<file path="src/rtl/cordic_qr_sched.sv">
// Control scheduler for the 4x4 Givens-rotation QR CORDIC datapath: row load,
// fixed vectoring/rotation schedule over one shared engine, then R readout.
module cordic_qr_sched #(
    parameter int ITER = 12,
    parameter int N    = 4
) (
    input  logic       clk,
    input  logic       rst_n,
    input  logic       in_valid,
    output logic       load_we,
    output logic [1:0] load_row,
    output logic       eng_start,
    output logic       eng_mode,
    output logic [1:0] eng_row_a,
    output logic [1:0] eng_row_b,
    output logic [1:0] eng_col,
    output logic [3:0] eng_iter,
    output logic       eng_last,
    output logic       eng_scale,
    output logic       eng_wb,
    output logic       rd_en,
    output logic [1:0] rd_row,
    output logic [1:0] rd_col,
    output logic       out_valid,
    output logic       busy
);

    localparam logic [3:0] ITER_LAST = 4'(ITER - 1);
    localparam logic [3:0] OUT_LAST  = 4'(N * N - 1);
    localparam logic [1:0] BEAT_LAST = 2'(N - 1);
    localparam logic [1:0] COL_LAST  = 2'(N - 1);
    localparam logic [1:0] ROW_TOP   = 2'(N - 2);

    typedef enum logic [2:0] {
        S_IDLE,
        S_LOAD,
        S_OP,
        S_SCALE,
        S_WB,
        S_OUT
    } state_t;

    state_t     state, state_d;
    logic [1:0] beat_cnt, beat_cnt_d;
    logic [3:0] iter_cnt, iter_cnt_d;
    logic [3:0] out_cnt, out_cnt_d;
    logic       op_mode, op_mode_d;
    logic [1:0] op_row_a, op_row_a_d;
    logic [1:0] op_col, op_col_d;
    logic [1:0] vec_col, vec_col_d;
    logic       accept;
    logic       last_op;

    // Gating with rst_n keeps load_we low while reset is held, even if in_valid toggles.
    assign accept  = in_valid && rst_n && (state == S_IDLE || state == S_LOAD);
    assign last_op = op_mode && (op_col == COL_LAST) && (vec_col == ROW_TOP);

    // NOTE: every variable written here gets a default first, so no path can infer a latch.
    always_comb begin
        state_d    = state;
        beat_cnt_d = beat_cnt;
        iter_cnt_d = iter_cnt;
        out_cnt_d  = out_cnt;
        op_mode_d  = op_mode;
        op_row_a_d = op_row_a;
        op_col_d   = op_col;
        vec_col_d  = vec_col;
        load_we    = 1'b0;
        load_row   = 2'd0;
        eng_start  = 1'b0;
        eng_mode   = 1'b0;
        eng_row_a  = 2'd0;
        eng_row_b  = 2'd0;
        eng_col    = 2'd0;
        eng_iter   = 4'd0;
        eng_last   = 1'b0;
        eng_scale  = 1'b0;
        eng_wb     = 1'b0;
        rd_en      = 1'b0;
        rd_row     = 2'd0;
        rd_col     = 2'd0;

        unique case (state)
            S_IDLE, S_LOAD: begin
                load_we  = accept;
                load_row = beat_cnt;
                if (accept) begin
                    beat_cnt_d = beat_cnt + 2'd1;
                    state_d    = (beat_cnt == BEAT_LAST) ? S_OP : S_LOAD;
                end
            end
            S_OP: begin
                eng_start = (iter_cnt == 4'd0);
                eng_last  = (iter_cnt == ITER_LAST);
                eng_iter  = iter_cnt;
                if (iter_cnt == ITER_LAST) begin
                    iter_cnt_d = 4'd0;
                    state_d    = S_SCALE;
                end else begin
                    iter_cnt_d = iter_cnt + 4'd1;
                end
            end
            S_SCALE: begin
                eng_scale = 1'b1;
                state_d   = S_WB;
            end
            S_WB: begin
                eng_wb = 1'b1;
                if (last_op) begin
                    state_d    = S_OUT;
                    op_mode_d  = 1'b0;
                    op_row_a_d = ROW_TOP;
                    op_col_d   = 2'd0;
                    vec_col_d  = 2'd0;
                end else begin
                    state_d = S_OP;
                    // Vectoring at column c is followed by rotations c+1..3; then the
                    // pair moves up, and once the pair top reaches c the column advances.
                    if (!op_mode) begin
                        op_mode_d = 1'b1;
                        op_col_d  = vec_col + 2'd1;
                    end else if (op_col != COL_LAST) begin
                        op_col_d = op_col + 2'd1;
                    end else if (op_row_a != vec_col) begin
                        op_mode_d  = 1'b0;
                        op_row_a_d = op_row_a - 2'd1;
                        op_col_d   = vec_col;
                    end else begin
                        op_mode_d  = 1'b0;
                        op_row_a_d = ROW_TOP;
                        vec_col_d  = vec_col + 2'd1;
                        op_col_d   = vec_col + 2'd1;
                    end
                end
            end
            S_OUT: begin
                rd_en     = 1'b1;
                rd_row    = out_cnt[3:2];
                rd_col    = out_cnt[1:0];
                out_cnt_d = out_cnt + 4'd1;
                if (out_cnt == OUT_LAST) state_d = S_IDLE;
            end
            default: state_d = S_IDLE;
        endcase

        if (state == S_OP || state == S_SCALE || state == S_WB) begin
            eng_mode  = op_mode;
            eng_row_a = op_row_a;
            eng_row_b = op_row_a + 2'd1;
            eng_col   = op_col;
        end
    end

    // NOTE: sequential state uses non-blocking assignments only, so every flop samples pre-edge values.
    always_ff @(posedge clk or negedge rst_n) begin
        if (!rst_n) begin
            state     <= S_IDLE;
            beat_cnt  <= 2'd0;
            iter_cnt  <= 4'd0;
            out_cnt   <= 4'd0;
            op_mode   <= 1'b0;
            op_row_a  <= ROW_TOP;
            op_col    <= 2'd0;
            vec_col   <= 2'd0;
            out_valid <= 1'b0;
            busy      <= 1'b0;
        end else begin
            state     <= state_d;
            beat_cnt  <= beat_cnt_d;
            iter_cnt  <= iter_cnt_d;
            out_cnt   <= out_cnt_d;
            op_mode   <= op_mode_d;
            op_row_a  <= op_row_a_d;
            op_col    <= op_col_d;
            vec_col   <= vec_col_d;
            out_valid <= rd_en;
            // A beat accepted alongside the final out_valid keeps busy high.
            if (accept)                  busy <= 1'b1;
            else if (out_valid && !rd_en) busy <= 1'b0;
        end
    end

endmodule

</file>
<file path="config.mk">
export PLATFORM = sky130hd
export DESIGN_NAME = cordic_qr_sched
export DESIGN_NICKNAME = d
export VERILOG_FILES = /design/src/rtl/cordic_qr_sched.sv
export SDC_FILE = /design/constraint.sdc
export NUM_CORES = 1
export LEC_CHECK = 0
export BUFFER_PORTS_ARGS = -buffer_cell sky130_fd_sc_hd__buf_2
export CAP_MARGIN = 25
export CELL_PAD_IN_SITES_DETAIL_PLACEMENT = 2
export CELL_PAD_IN_SITES_GLOBAL_PLACEMENT = 2
export CORE_ASPECT_RATIO = 1.2
export CORE_MARGIN = 5
export CORE_UTILIZATION = 30
export DETAILED_ROUTE_END_ITERATION = 8
export GPL_TIMING_DRIVEN = 0
export PLACE_DENSITY_LB_ADDON = 0.1
export SETUP_SLACK_MARGIN = 0.5
export SLEW_MARGIN = 20
export SYNTH_ARGS = -nofsm -noshare
export SYNTH_HDL_FRONTEND = slang
export SYNTH_SLANG_ARGS = --single-unit
</file>
<file path="constraint.sdc">
create_clock -name clk -period 1.8 [get_ports clk]
set_clock_uncertainty 0.15 [all_clocks]
set_input_delay 0.36 -clock clk [delete_from_list [all_inputs] [get_ports clk]]
set_output_delay 0.36 -clock clk [all_outputs]
set_load 0.01 [all_outputs]
</file>
=== Word level (Yosys, flattened, before mapping) ===
Cells that the tools add are included.

* Add/subtract/negate cells: 7
* Multipliers: 0
* Div/mod/pow operators: 0
* $lt $le $gt $ge: 0
* Eq/ne operators: 16
* Shift operators: 0
* Muxes and demuxes: 37
* Bitwise logic cells: 0
* Reductions and logical operators: 17

{| class="wikitable"
|+ Operators with widths
! cell !! count
|-
| 2-bit 2-to-1 mux || 18
|-
| 3-bit one-hot mux with 5 select lines || 1
|-
| 1-bit 2-to-1 mux || 12
|-
| 3-bit 2-to-1 mux || 4
|-
| 2-bit inequality test, second input constant || 5
|-
| 2-bit by 1-bit adder with 2-bit output, second input constant || 4
|-
| 4-bit by 1-bit adder with 4-bit output, second input constant || 2
|-
| 4-bit == test, second input constant || 2
|-
| 4-bit 2-to-1 mux || 2
|-
| 2-bit == test, second input constant || 3
|-
| 3-bit by 2-bit == test with 1-bit output, second input constant || 2
|-
| 3-bit == test, second input constant || 2
|-
| 3-bit AND reduction || 2
|-
| 1-bit logical AND || 5
|-
| 4-bit zero test || 1
|-
| 2-bit nonzero test || 2
|-
| 3-bit by 1-bit == test with 1-bit output, second input constant || 1
|-
| 3-bit zero test || 1
|-
| 1-bit logical OR || 3
|-
| 2-bit inequality test || 1
|-
| 2-bit AND reduction || 1
|-
| 2-bit OR reduction || 1
|-
| 2-bit by 1-bit subtractor with 2-bit output, second input constant || 1
|-
| 1-bit zero test || 1
|}

* Flip-flop bits (word level): 22
* Bits in latches: 0
* Memory bits (writable): 0
* Memory bits (read-only): 0
* Word-level logic and storage cells: 87
* Memories kept: 0

=== Logic depth before layout (Yosys ltp) ===
Gate-level depths: netlist of run 1.

* Depth after elaboration: 6
* Mapped depth: 7
* Depth with buffers taken out: 6

=== Least setup slack after synthesis of run 1 ===
Ideal clock, no wire load.

* Kind: reg-to-output
* Start: register state[1]
* End: output port eng_col[1]
* Arrival time: 1.308 ns
* Path slack: -0.018 ns
* Stages on the path, launching flop included: 5
* Path through: dfrtp_1 -> buf_4 -> nor3b_4 -> nor2_1 -> nor2b_1

* Word-level cells in the longest chain between the ends: 4
* Elaborated cells between the ends (all ways): 6
* Those cells by class: 3 x eq/ne; 1 x mux; 2 x reduce/logical

{| class="wikitable"
|+ Ends and longest elaborated chain
! item !! line !! text
|-
| start, declared || 43 || <nowiki>state_t state, state_d;</nowiki>
|-
| start signal, assigned || 168 || <nowiki>state <= state_d;</nowiki>
|-
| 3-bit by 2-bit == test with 1-bit output || 146 || <nowiki>if (state == S_OP || state == S_SCALE || state == S_WB) begin</nowiki>
|-
| 1-bit logical OR || 146 ||
|-
| 1-bit logical OR (*) || 146 ||
|-
| 2-bit 2-to-1 mux (*) || 146 ||
|-
| end, declared || 16 || <nowiki>output logic [1:0] eng_col,</nowiki>
|}

Mark *: on every way between the ends. The rest lies on a longest branch, timed or not.

=== Worst setup path in the final report of run 1 ===
* Start: register state[2]
* End: output port eng_last

* Word-level cells in the longest chain between the ends: 2

{| class="wikitable"
|+ Ends and longest elaborated chain
! item !! line !! text
|-
| 3-bit by 2-bit == test with 1-bit output || 83 || <nowiki>unique case (state)</nowiki>
|-
| 1-bit 2-to-1 mux || 83 ||
|-
| end, declared || 18 || <nowiki>output logic eng_last,</nowiki>
|}

Every way passes these cells.

==> results.rst, run 1 <==
.. list-table::
   :header-rows: 1

   * - Metric
     - Value
   * - Final worst path period share
     - 115%
   * - Clock transition at the registers of the reported paths
     - 0.09 ns
   * - Core outline area
     - 4490 um2
   * - Pwr Total
     - 4.06 mW
   * - Family of cells with the greatest summed delay on the critical path
     - simple AND/OR/NAND/NOR gates
   * - Number of antenna cells inserted
     - 0
   * - Unrepaired setup endpoints after global routing
     - true
   * - WHS
     - -0.179 ns
   * - Die extent in y
     - 84.0 um
   * - Post-placement cell area
     - 1780 um2
   * - Result of the run
     - finished, violations left
   * - Clk sink count
     - 22
   * - Number of primary I/O pins
     - 28
   * - Synth area leaders
     - dfrtp_1 (38%), ha_1 (5.5%), and2_1 (4.1%)
   * - Synthesized cell area
     - 1370 um2
   * - Number of iterations in the first detailed-routing pass
     - 4
   * - Delay of the slowest cell on the worst path
     - 0.39 ns
   * - Share of flip-flops with an asynchronous set or reset after synthesis
     - 100%
   * - Pins Over Slew Limit
     - 0
   * - Antenna-violating nets left
     - 0
   * - Horizontal die dimension
     - 71.6 um
   * - Primary flip-flop cell chosen by synthesis mapping
     - dfrtp_1
   * - Synthesis-stage register bit count
     - 22
   * - Critical path class
     - flip-flop to output port
   * - Data required time at the worst endpoint
     - 1.29 ns
   * - Max-slew headroom
     - 70.4%
   * - Buffer depth of the longest clock path
     - 2
   * - Worst path cell trace
     - buf_6, or3b_4, clkbuf_16, nor2_4, buf_6
   * - Syn nets
     - 155
   * - Number of enable-type register cells in the synthesized netlist
     - 0
   * - CP max stage cell
     - dfrtp_1
   * - Share of layout cells above drive strength 1
     - 66.5%
   * - Maximum number of pins on one net before global-route repair
     - 24
   * - Critical Path End Type
     - output port
   * - Ys Warns
     - 0
   * - Clock insertion delay at the later pin of the skew report
     - 0.27 ns
   * - Total half-perimeter wirelength after legalization and detailed placement
     - 2.92 mm
   * - Weighted congestion at the end of routability-driven global placement
     - 0.772
   * - Cell at the root of the clock tree
     - clkbuf_8
   * - Antenna violations before repair
     - 0
   * - Final design area excluding fillers
     - 2650 um2
   * - Residual DRC
     - 0
   * - Clock tree from TritonCTS
     - done
   * - Most frequent cell on the critical path
     - buf_6
   * - Worst Max-Slew Pin Slew
     - 0.445 ns
   * - Pre-CTS setup slack
     - -0.521 ns
   * - Post-synth top area share
     - 38.4%
   * - Num CTS Buffers
     - 3
   * - Via Count
     - 1481
   * - Post-synthesis cell type with the largest combined area
     - dfrtp_1
   * - Setup crit start kind
     - flip-flop
   * - Buf/Inv on CP
     - 3
   * - Worst min-delay path class
     - input pin to asynchronous set/reset pin
   * - Wire length per cell after detailed routing
     - 24.2 um
   * - Number of unique standard cell types used by synthesis
     - 41
   * - Synthesized area per cell
     - 9.37 um2
   * - Achievable frequency
     - 0.482 GHz
   * - Total of fill cells in the finished design
     - 423
   * - Total number of nets in the final design
     - 237
   * - Max-capacitance violation count
     - 0
   * - Gate count of the mapped netlist
     - 146
   * - Post-DR vias/cell
     - 5.20
   * - Crit path time final
     - 2.07 ns
   * - First-pass GRT wire length
     - 8.19 mm
   * - Global routing usage summed across all routing layers
     - 17.4%
   * - Critical Path AT
     - 1.56 ns
   * - Number of violations reported at the end of detailed-routing iteration 0
     - 52
   * - Number of global-route vias before repair
     - 1553
   * - Die ar.
     - 6010 um2
   * - CTS H-tree lvls
     - 1
   * - Sequential cell area fraction in the yosys report
     - 40.3%
   * - Number of buffers added on ports
     - 27
   * - Total congestion overflow after global routing
     - 0
   * - Fin worst setup slack
     - -0.274 ns
   * - Worst Path Max Fanout
     - 6
   * - Routed wire length
     - 6.89 mm
   * - Post-placement cell count
     - 231
   * - Synthesis-to-layout area growth
     - 94.1%
   * - Leakage power summed over all cells
     - 1.22 nW
   * - Final setup violation count
     - 36
   * - Initial Utilization
     - 30.4%
   * - Final hold violations
     - 21
   * - PwrDens
     - 1530 nW/um2
   * - Standard-cell rows
     - 27
   * - Violated checks
     - negative hold slack, negative setup slack
   * - Maximum resistive drop on vdd
     - 0.000638 V
   * - Non-filler instance count after layout
     - 285
-- routing by layer --
| metal | share of wire (%) | up-vias | global-route usage, % |
|---|---|---|---|
| met1 | 40 | 761 | 20.2 |
| met3 | 2.8 | 11 | 1.93 |
| met2 | 55 | 39 | 32.0 |
| met4 | 2.0 | 0 | 6.15 |
| li1 | - | 670 | - |
| met5 | 0 | - | 0 |
-- path summary, 6_finish.rpt --
path / startpoint / to / slack, ns / cells after the start
min in group clk: beat_cnt[0] / beat_cnt[0] / 0.37 / 1
max: state[2] / eng_last / -0.27 / 5
max in group asynchronous: rst_n / op_row_a[1] / 1.39 / 1
max reg2reg: state[0] / op_row_a[0] / -0.14 / 8
min: rst_n / out_cnt[0] / -0.18 / 1
min reg2reg: beat_cnt[0] / beat_cnt[0] / 0.37 / 1
-- cells in the mapped netlist, drive strengths merged, types with 2 or more instances --
cell	number
o31ai	2
dfrtp	21
a221o	2
a21o	2
nor2	13
and2	9
nand3	5
a22oi	2
mux2	3
o211ai	2
xor2	4
nand2	9
nor3	2
nor2b	4
xnor2	4
buf	5
ha	6
nand2b	3
a21oi	3
and3	3
a41oi	2
nand3b	2
o21ai	12
inv	10
clkbuf	3
o21a	2
-- flip-flops by register name, indices dropped and copies added (netlist names) --
name       cells
beat_cnt       2
out_valid      1
op_row_a       2
vec_col        2
out_cnt        4
op_col         2
iter_cnt       4
op_mode        1
state          3
busy           1
-- kinds of logic after synthesis --
family | Yosys count | share of synthesized area, %
muxes | 4 | 3.20
xor gates and xnor gates | 8 | 5.12
buffers and inverters | 18 | 6.04
AOI/OAI and AO/OA | 34 | 17.3
adders and majority gates | 6 | 5.49
and+or+nand+nor | 54 | 22.5
DFF | 22 | 40.3
-- stage by stage --
stage               utilization (%)  hold slack [ns]  setup TNS, ns
CTS                            50.2           -0.158          -3.89
floorplan                         -          -0.0856              0
detailed placement             39.6            0.226          -2.36
global route                   59.1           -0.158          -8.22
finish                         59.1           -0.179          -6.11
global placement               39.6            0.232          -1.38
-- cell type report --
cell class,count,area (um2),share of cell area [%]
clock buffer,4,45.0,1.70
tap,58,72.6,2.73
timing repair buffer,76,761,28.7
inverter,10,40.0,1.51
buffer,8,98.8,3.72
sequential,22,554,20.9
multi-input combinational,107,1080,40.8
-- cell usage in the layout (no fill, tap or decap), types with 3 or more instances in the layout --
cell       n
o21ai_1    4
ha_1       5
nor2_4     9
buf_6     49
buf_2      7
nor2b_4    3
o21ai_2    3
inv_1      7
buf_4     22
and2_4     8
nor2_1     3
dfrtp_1   19
nand3_4    3
clkbuf_8   5
o21ai_0    5
nand2_1    7
-- timing repair --
action                                  CTS  global route
pin swaps                                14            16
endpoints found under the setup margin   46            47
setup buffers                            22            26
gates resized for setup                  52            42
endpoints found under the hold margin    21            21
gates cloned                              0             2
-- power breakdown --
| part | internal, mW | switching (mW) | total [mW] | leakage (nW) |
|---|---|---|---|---|
| Sequential | 0.687 | 0.201 | 0.888 | 0.269 |
| Combinational | 1.42 | 1.41 | 2.82 | 0.928 |
| Clock | 0.159 | 0.188 | 0.347 | 0.0228 |
Note: power is estimated with default switching activity, not from simulation.
==> inputs of run 2 (changes only) <==
Settings changed: CORE_UTILIZATION 30 to 33.
==> run 2 against run 1 <==
Compared with the run above: the flow now stops in global routing (5_1_grt); synthesized cell count unchanged; synthesized area unchanged.
==> results.rst, run 2 <==
.. list-table::
   :header-rows: 1

   * - Metric
     - Value
   * - Num CTS Buffers
     - 3
   * - Gate count of the mapped netlist
     - 146
   * - Die extent in y
     - 80.5 um
   * - Share of flip-flops with an asynchronous set or reset after synthesis
     - 100%
   * - Post-synthesis cell type with the largest combined area
     - dfrtp_1
   * - Ranking of synthesized cells by instance count
     - dfrtp_1 (21), nor2_1 (13), o21ai_0 (11)
   * - Buffer depth of the longest clock path
     - 2
   * - Weighted congestion at the end of routability-driven global placement
     - 0.806
   * - Stage reached
     - global routing (5_1_grt)
   * - Number of buffers added on ports
     - 27
   * - Result of the run
     - stopped before the end
   * - Synth area leaders
     - dfrtp_1 (38%), ha_1 (5.5%), and2_1 (4.1%)
   * - Primary flip-flop cell chosen by synthesis mapping
     - dfrtp_1
   * - Most instantiated library cell after synthesis
     - dfrtp_1
   * - Initial Utilization
     - 34.4%
   * - Syn nets
     - 155
   * - Worst-path endpoint after global-route repair_timing
     - eng_iter[1]
   * - Post-placement cell area
     - 1770 um2
   * - Number of unique standard cell types used by synthesis
     - 41
   * - Antenna violations before repair
     - 0
   * - Clk sink count
     - 22
   * - Number of enable-type register cells in the synthesized netlist
     - 0
   * - Standard-cell rows
     - 25
   * - Total half-perimeter wirelength after legalization and detailed placement
     - 2.95 mm
   * - CTS H-tree lvls
     - 1
   * - Pin category terminating the worst setup path after the last repair
     - top-level output
   * - Maximum number of pins on one net before global-route repair
     - 24
   * - Sequential cell area fraction in the yosys report
     - 40.3%
   * - Horizontal die dimension
     - 68.8 um
   * - Synthesized area per cell
     - 9.37 um2
   * - Cell at the root of the clock tree
     - clkbuf_8
   * - Post-synth top area share
     - 38.4%
   * - Number of primary I/O pins
     - 28
   * - Error
     - [ERROR DPL-0033] detailed placement checks failed during check placement.
   * - Synthesis-stage register bit count
     - 22
   * - Ys Warns
     - 0
   * - Synthesized cell area
     - 1370 um2
-- run 2: timing repair --
action / CTS
setup endpoints to repair: 46
buffers inserted: 17
pin swaps: 5
hold endpoints to repair: 21
gates resized for setup: 30
-- run 2: per-stage QoR --
step / TNS, ns / setup slack, ns / std cells / utilization [%] / hold slack, ns
after floorplan: 0 / 0.0453 / 146 / - / -0.0856
after global placement: -1.54 / -0.364 / 227 / 44.7 / 0.224
after detailed placement: -2.15 / -0.475 / 227 / 44.7 / 0.237
after CTS: -3.90 / -0.234 / 248 / 53.4 / -0.165
-- run 2: cells by family after synthesis --
family,share of synthesized area [%]
AO/OA/AOI/OAI,17.3
XOR/XNOR,5.12
adder cells (fa/ha/maj),5.49
buffers and inverters,6.04
flip-flops,40.3
multiplexers,3.20
AND/OR/NAND/NOR,22.5
==> inputs of run 3 (changes only) <==
Settings changed: CELL_PAD_IN_SITES_DETAIL_PLACEMENT 2 to not set, CELL_PAD_IN_SITES_GLOBAL_PLACEMENT 2 to not set, CORE_ASPECT_RATIO 1.2 to not set, CORE_UTILIZATION 33 to 20, PLACE_DENSITY_LB_ADDON 0.1 to 0.15, SETUP_SLACK_MARGIN 0.5 to not set.
==> run 3 against run 2 <==
Compared with the run above: the flow now finishes, with violations (negative setup slack).
==> results.rst, run 3 (synthesized netlist as in run 1, its figures left out) <==
.. list-table::
   :header-rows: 1

   * - Metric
     - Value
   * - Synthesis-to-layout area growth
     - 43.5%
   * - Residual DRC
     - 0
   * - Total congestion overflow after global routing
     - 0
   * - Regs by FF count
     - iter_cnt (4), out_cnt (4), state (3)
   * - Data required time at the worst endpoint
     - 1.29 ns
   * - Final hold violations
     - 0
   * - Via Count
     - 1217
   * - Clk pwr share
     - 13.9%
   * - Num CTS Buffers
     - 3
   * - Clock transition at the registers of the reported paths
     - 0.09 ns
   * - Weighted congestion at the end of routability-driven global placement
     - 0.709
   * - Max-slew headroom
     - 74.5%
   * - Clock insertion delay at the later pin of the skew report
     - 0.27 ns
   * - Sequential share of power
     - 31.1%
   * - Global routing usage summed across all routing layers
     - 8.56%
   * - Number of buffers added on ports
     - 27
   * - Buffer depth of the longest clock path
     - 2
   * - Result of the run
     - finished, violations left
   * - Internal power contribution
     - 1.61 mW
   * - Post-placement cell count
     - 253
   * - Commonest cells after routing, fill and taps aside
     - buf_2 (22), dfrtp_1 (19), buf_4 (16)
   * - Core outline area
     - 6720 um2
   * - Unrepaired setup endpoints after global routing
     - true
   * - Maximum number of pins on one net before global-route repair
     - 22
   * - Routed wire length
     - 3.70 mm
   * - Clock tree from TritonCTS
     - done
   * - Number of antenna cells inserted
     - 0
   * - Worst Path Max Fanout
     - 7
   * - Crit path time final
     - 2.00 ns
   * - Wire length per cell after detailed routing
     - 13.4 um
   * - First-pass GRT wire length
     - 5.92 mm
   * - Setup crit start kind
     - flip-flop
   * - Leakage power summed over all cells
     - 0.912 nW
   * - Slack of the worst reg-to-reg path
     - 0.06 ns
   * - Total number of nets in the final design
     - 206
   * - Source of the critical timing path
     - state[1]
   * - Die ar.
     - 8590 um2
   * - Clk sink count
     - 22
   * - Share of layout cells above drive strength 1
     - 41.8%
   * - Pins Over Slew Limit
     - 0
   * - Final setup violation count
     - 23
   * - Worst min-delay path class
     - flip-flop to flip-flop
   * - Critical Path End Type
     - output port
   * - Horizontal die dimension
     - 92.7 um
   * - Area occupied by registers
     - 554 um2
   * - Post-placement cell area
     - 1610 um2
   * - Number of violations reported at the end of detailed-routing iteration 0
     - 35
   * - Switching power summed over all nets
     - 1.13 mW
   * - Combinational group share of total power
     - 55.1%
   * - Fin worst setup slack
     - -0.201 ns
   * - Violated checks
     - negative setup slack
   * - Total of fill cells in the finished design
     - 714
   * - Critical path class
     - flip-flop to output port
   * - Antenna violations before repair
     - 0
   * - Sw Share
     - 41.3%
   * - Die extent in y
     - 92.7 um
   * - Achievable frequency
     - 0.500 GHz
   * - PwrDens
     - 1400 nW/um2
   * - Most common cell after layout, fill and taps aside
     - buf_2
   * - Number of global-route vias before repair
     - 1160
   * - Start point of the worst hold path
     - busy
   * - Number of iterations in the first detailed-routing pass
     - 4
   * - Cell at the root of the clock tree
     - clkbuf_8
   * - Footprint of the multi-input gates
     - 808 um2
   * - Final design area excluding fillers
     - 1960 um2
   * - Critical Path AT
     - 1.49 ns
   * - Maximum resistive drop on vdd
     - 0.000451 V
   * - Total half-perimeter wirelength after legalization and detailed placement
     - 2.36 mm
   * - Antenna-violating nets left
     - 0
   * - Post-DR vias/cell
     - 4.41
   * - Max-capacitance violation count
     - 0
   * - CTS H-tree lvls
     - 1
   * - Final worst path period share
     - 111%
   * - Reg-to-reg startpoint
     - vec_col[0]
   * - Standard-cell rows
     - 30
   * - Worst Max-Slew Pin Slew
     - 0.379 ns
   * - Pre-CTS setup slack
     - -0.468 ns
   * - Initial Utilization
     - 20.4%
   * - Number of primary I/O pins
     - 28
   * - Non-filler instance count after layout
     - 276
[run 3: worst max-delay path, stage by stage (launching register included)]
cell     delay [ns]
dfrtp_1        0.40
buf_6          0.14
and2b_2        0.24
nor2_4         0.21
nor2b_1        0.09
buf_2          0.14
[run 3: metal layers]
layer	track usage [%]	share of wire, %	up-vias
met5	0	0	-
met4	3.05	1.7	0
met3	1.30	2.1	4
met2	12.9	47	18
met1	12.4	49	583
li1	-	-	612
[run 3: worst paths after layout]
| path | cells after the start | end |
|---|---|---|
| worst max register to register | 6 | op_col[1] |
| max in group asynchronous | 3 | state[0] |
| worst min register to register | 1 | busy |
| worst max-delay path | 5 | eng_col[1] |
| worst min-delay path | 1 | busy |
| min in group asynchronous | 2 | op_row_a[1] |
[run 3: cell type report]
cell class              instances  share of cell area (%)
plain buffers                   5                    2.23
clock buffers                   4                    2.81
inverters                      10                    1.91
multi-input cells             107                    41.2
flip-flops and latches         22                    28.3
well taps                      80                    5.10
repair buffers                 48                    18.5
[run 3: repair_timing]
item,CTS,global route
gates cloned,1,1
setup buffers,10,8
hold buffers,2,0
gates resized for setup,21,13
pin swaps,11,4
setup endpoints to repair,31,29
endpoints found under the hold margin,21,0
[run 3: power groups by stage]
stage / logic, mW / clock network, mW / registers, mW
final: 1.51 / 0.380 / 0.852
after global routing: 1.69 / 0.406 / 0.883
after CTS: 1.38 / 0.394 / 0.858
after floorplan: 0.906 / 0 / 0.815
after global placement: 1.23 / 0 / 0.845
after detailed placement: 1.22 / 0 / 0.842
[run 3: through the flow]
step	TNS, ns	total power [mW]	hold slack, ns	util, %
2_1_floorplan	0	1.72	-0.0856	-
3_3_place_gp	-2.72	2.07	0.251	23.9
3_5_place_dp	-2.72	2.06	0.249	23.9
4_1_cts	-3.30	2.64	0.338	27.2
5_1_grt	-4.60	2.98	0.344	29.2
6_report	-2.99	2.74	0.327	29.2
==> inputs of run 4 (changes only) <==
Settings changed: CTS_BUF_LIST set to sky130_fd_sc_hd__clkbuf_4 sky130_fd_sc_hd__clkbuf_8 sky130_fd_sc_hd__clkbuf_16, GPL_TIMING_DRIVEN 0 to not set.
==> run 4 against run 3 <==
Compared with the run above: the flow still finishes with violations (negative setup slack); sequential cell count is the same; total power grew 5.6%; combinational power grew 9%; critical path depth is the same; count of clock-buffer cells in the layout is the same; non-clock buffer count grew 7; hold slack gained 0.00062 ns; via count grew 0.16%; global-route usage grew 0.053 points; wire length grew 0.62%; maximum frequency grew 1.2%; critical endpoint is now eng_row_a[0]; largest power group unchanged.
==> results.rst, run 4 (synthesized netlist as in run 1, its figures left out) <==
.. list-table::
   :header-rows: 1

   * - Metric
     - Value
   * - Number of antenna cells inserted
     - 0
   * - Number of violations reported at the end of detailed-routing iteration 0
     - 43
   * - Residual DRC
     - 0
   * - Initial Utilization
     - 20.4%
   * - Max-slew headroom
     - 76.9%
   * - Post-DR vias/cell
     - 4.31
   * - Commonest cells after routing, fill and taps aside
     - buf_4 (24), buf_2 (20), dfrtp_1 (19)
   * - Wire length on met1
     - 1.75 mm
   * - Total number of nets in the final design
     - 213
   * - Reg-to-reg startpoint
     - state[1]
   * - Antenna-violating nets left
     - 0
   * - Worst Path Max Fanout
     - 6
   * - Post-placement cell count
     - 264
   * - Wire length per cell after detailed routing
     - 13.1 um
   * - Critical Path AT
     - 1.47 ns
   * - Cell at the root of the clock tree
     - clkbuf_8
   * - Share of layout cells above drive strength 1
     - 44.8%
   * - Pre-CTS setup slack
     - 0.0601 ns
   * - Num CTS Buffers
     - 3
   * - Number of primary I/O pins
     - 28
   * - Horizontal die dimension
     - 92.7 um
   * - Critical Path End Type
     - output port
   * - Critical path class
     - flip-flop to output port
   * - Unrepaired setup endpoints after global routing
     - true
   * - Met3 Wirelength
     - 125 um
   * - Maximum resistive drop on vdd
     - 0.000515 V
   * - Clock insertion delay at the later pin of the skew report
     - 0.27 ns
   * - Start point of the worst hold path
     - busy
   * - Routed wire length
     - 3.72 mm
   * - CTS H-tree lvls
     - 1
   * - Final worst path period share
     - 110%
   * - Antenna violations before repair
     - 0
   * - Most common cell after layout, fill and taps aside
     - buf_4
   * - Cell depth of the worst min-delay path
     - 1
   * - Weighted congestion at the end of routability-driven global placement
     - 0.742
   * - Number of buffers added on ports
     - 27
   * - Final setup violation count
     - 19
   * - Clk sink count
     - 22
   * - Standard-cell rows
     - 30
   * - Number of iterations in the first detailed-routing pass
     - 4
   * - Buffer depth of the longest clock path
     - 2
   * - Pwr Total
     - 2.89 mW
   * - Leakage power summed over all cells
     - 0.955 nW
   * - Worst Max-Slew Pin Slew
     - 0.347 ns
   * - Highest signal layer in the routed design
     - met4
   * - Crit path time final
     - 1.98 ns
   * - First-pass GRT wire length
     - 5.95 mm
   * - Maximum number of pins on one net before global-route repair
     - 23
   * - Number of global-route vias before repair
     - 1193
   * - Total half-perimeter wirelength after legalization and detailed placement
     - 2.51 mm
   * - Core outline area
     - 6720 um2
   * - Setup crit start kind
     - flip-flop
   * - Total congestion overflow after global routing
     - 0
   * - Slack of the worst reg-to-reg path
     - 0.03 ns
   * - Result of the run
     - finished, violations left
   * - Worst min-delay path class
     - flip-flop to flip-flop
   * - Regs by FF count
     - iter_cnt (4), out_cnt (4), state (3)
   * - Max-capacitance violation count
     - 0
   * - Pins Over Slew Limit
     - 0
   * - Die extent in y
     - 92.7 um
   * - PwrDens
     - 1410 nW/um2
   * - Routed wl met2
     - 1.81 mm
   * - Non-filler instance count after layout
     - 283
   * - Die ar.
     - 8590 um2
   * - Clock transition at the registers of the reported paths
     - 0.09 ns
   * - Endpoint of the worst hold path
     - busy
   * - Synthesis-to-layout area growth
     - 50.0%
   * - Final hold violations
     - 0
   * - Achievable frequency
     - 0.506 GHz
   * - Violated checks
     - negative setup slack
   * - Fin worst setup slack
     - -0.178 ns
   * - Data required time at the worst endpoint
     - 1.29 ns
   * - Worst Reg-to-Reg Cells
     - 6
   * - Worst reg2reg path endpoint
     - op_row_a[0]
   * - Via Count
     - 1219
   * - Global routing usage summed across all routing layers
     - 8.61%
   * - Clock tree from TritonCTS
     - done
-- run 4: changes by cell type in the layout (fill, tap and decap cells not counted), sizes merged --
| cell | delta |
|---|---|
| buf | +7 |
-- run 4: worst max-delay path: stages, from the launching register on --
cell	delay (ns)
dfrtp_2	0.46
nor3b_4	0.30
nor2_4	0.07
buf_6	0.14
nor2b_1	0.09
buf_2	0.13
-- run 4: timing repair --
item / in CTS / in global routing
setup buffers: 7 / 7
endpoints found under the hold margin: 21 / 0
cloned: 0 / 1
resized for setup: 22 / 21
hold buffers: 1 / 0
pin swaps: 9 / 7
endpoints found under the setup margin: 23 / 27
-- run 4: per-stage QoR --
stage	setup TNS, ns	utilization (%)	cell area (um2)	hold WS (ns)
final	-2.26	30.5	2050	0.328
after global routing	-4.26	30.5	2050	0.372
after CTS	-2.70	28.2	1890	0.333
after detailed placement	0	25.3	1700	0.292
after global placement	0	25.3	1700	0.283
after floorplan	0	-	1370	-0.0856
-- run 4: power by group --
part	switching (mW)	internal, mW	total (mW)
registers	0.201	0.687	0.888
logic	0.809	0.844	1.65
clock network	0.180	0.174	0.353
-- run 4: worst max path at each step --
stage                     startpoint  depth (start not counted)           end  slack [ns]
after detailed placement    state[1]                          3      eng_last        0.06
after floorplan             state[1]                          4    eng_col[1]        0.02
after global placement      state[1]                          3      eng_last        0.06
final                       state[1]                          5  eng_row_a[0]       -0.18
after CTS                   state[1]                          4        eng_wb       -0.17
after global routing        state[1]                          5    eng_col[1]       -0.27
-- run 4: area by class of cell --
| cell class | instances | area (um2) |
|---|---|---|
| Clock buffer | 4 | 48.8 |
| Fill cell | 713 | 4670 |
| Inverter | 10 | 37.5 |
| Multi-Input combinational cell | 107 | 852 |
| Sequential cell | 22 | 554 |
| Tap cell | 80 | 100 |
| Timing Repair Buffer | 60 | 459 |
-- run 4: metal layers --
| metal | track usage [%] | vias up |
|---|---|---|
| li1 | - | 622 |
| met1 | 11.6 | 576 |
| met2 | 13.7 | 19 |
| met3 | 2.27 | 2 |
| met4 | 2.20 | 0 |
| met5 | 0 | - |
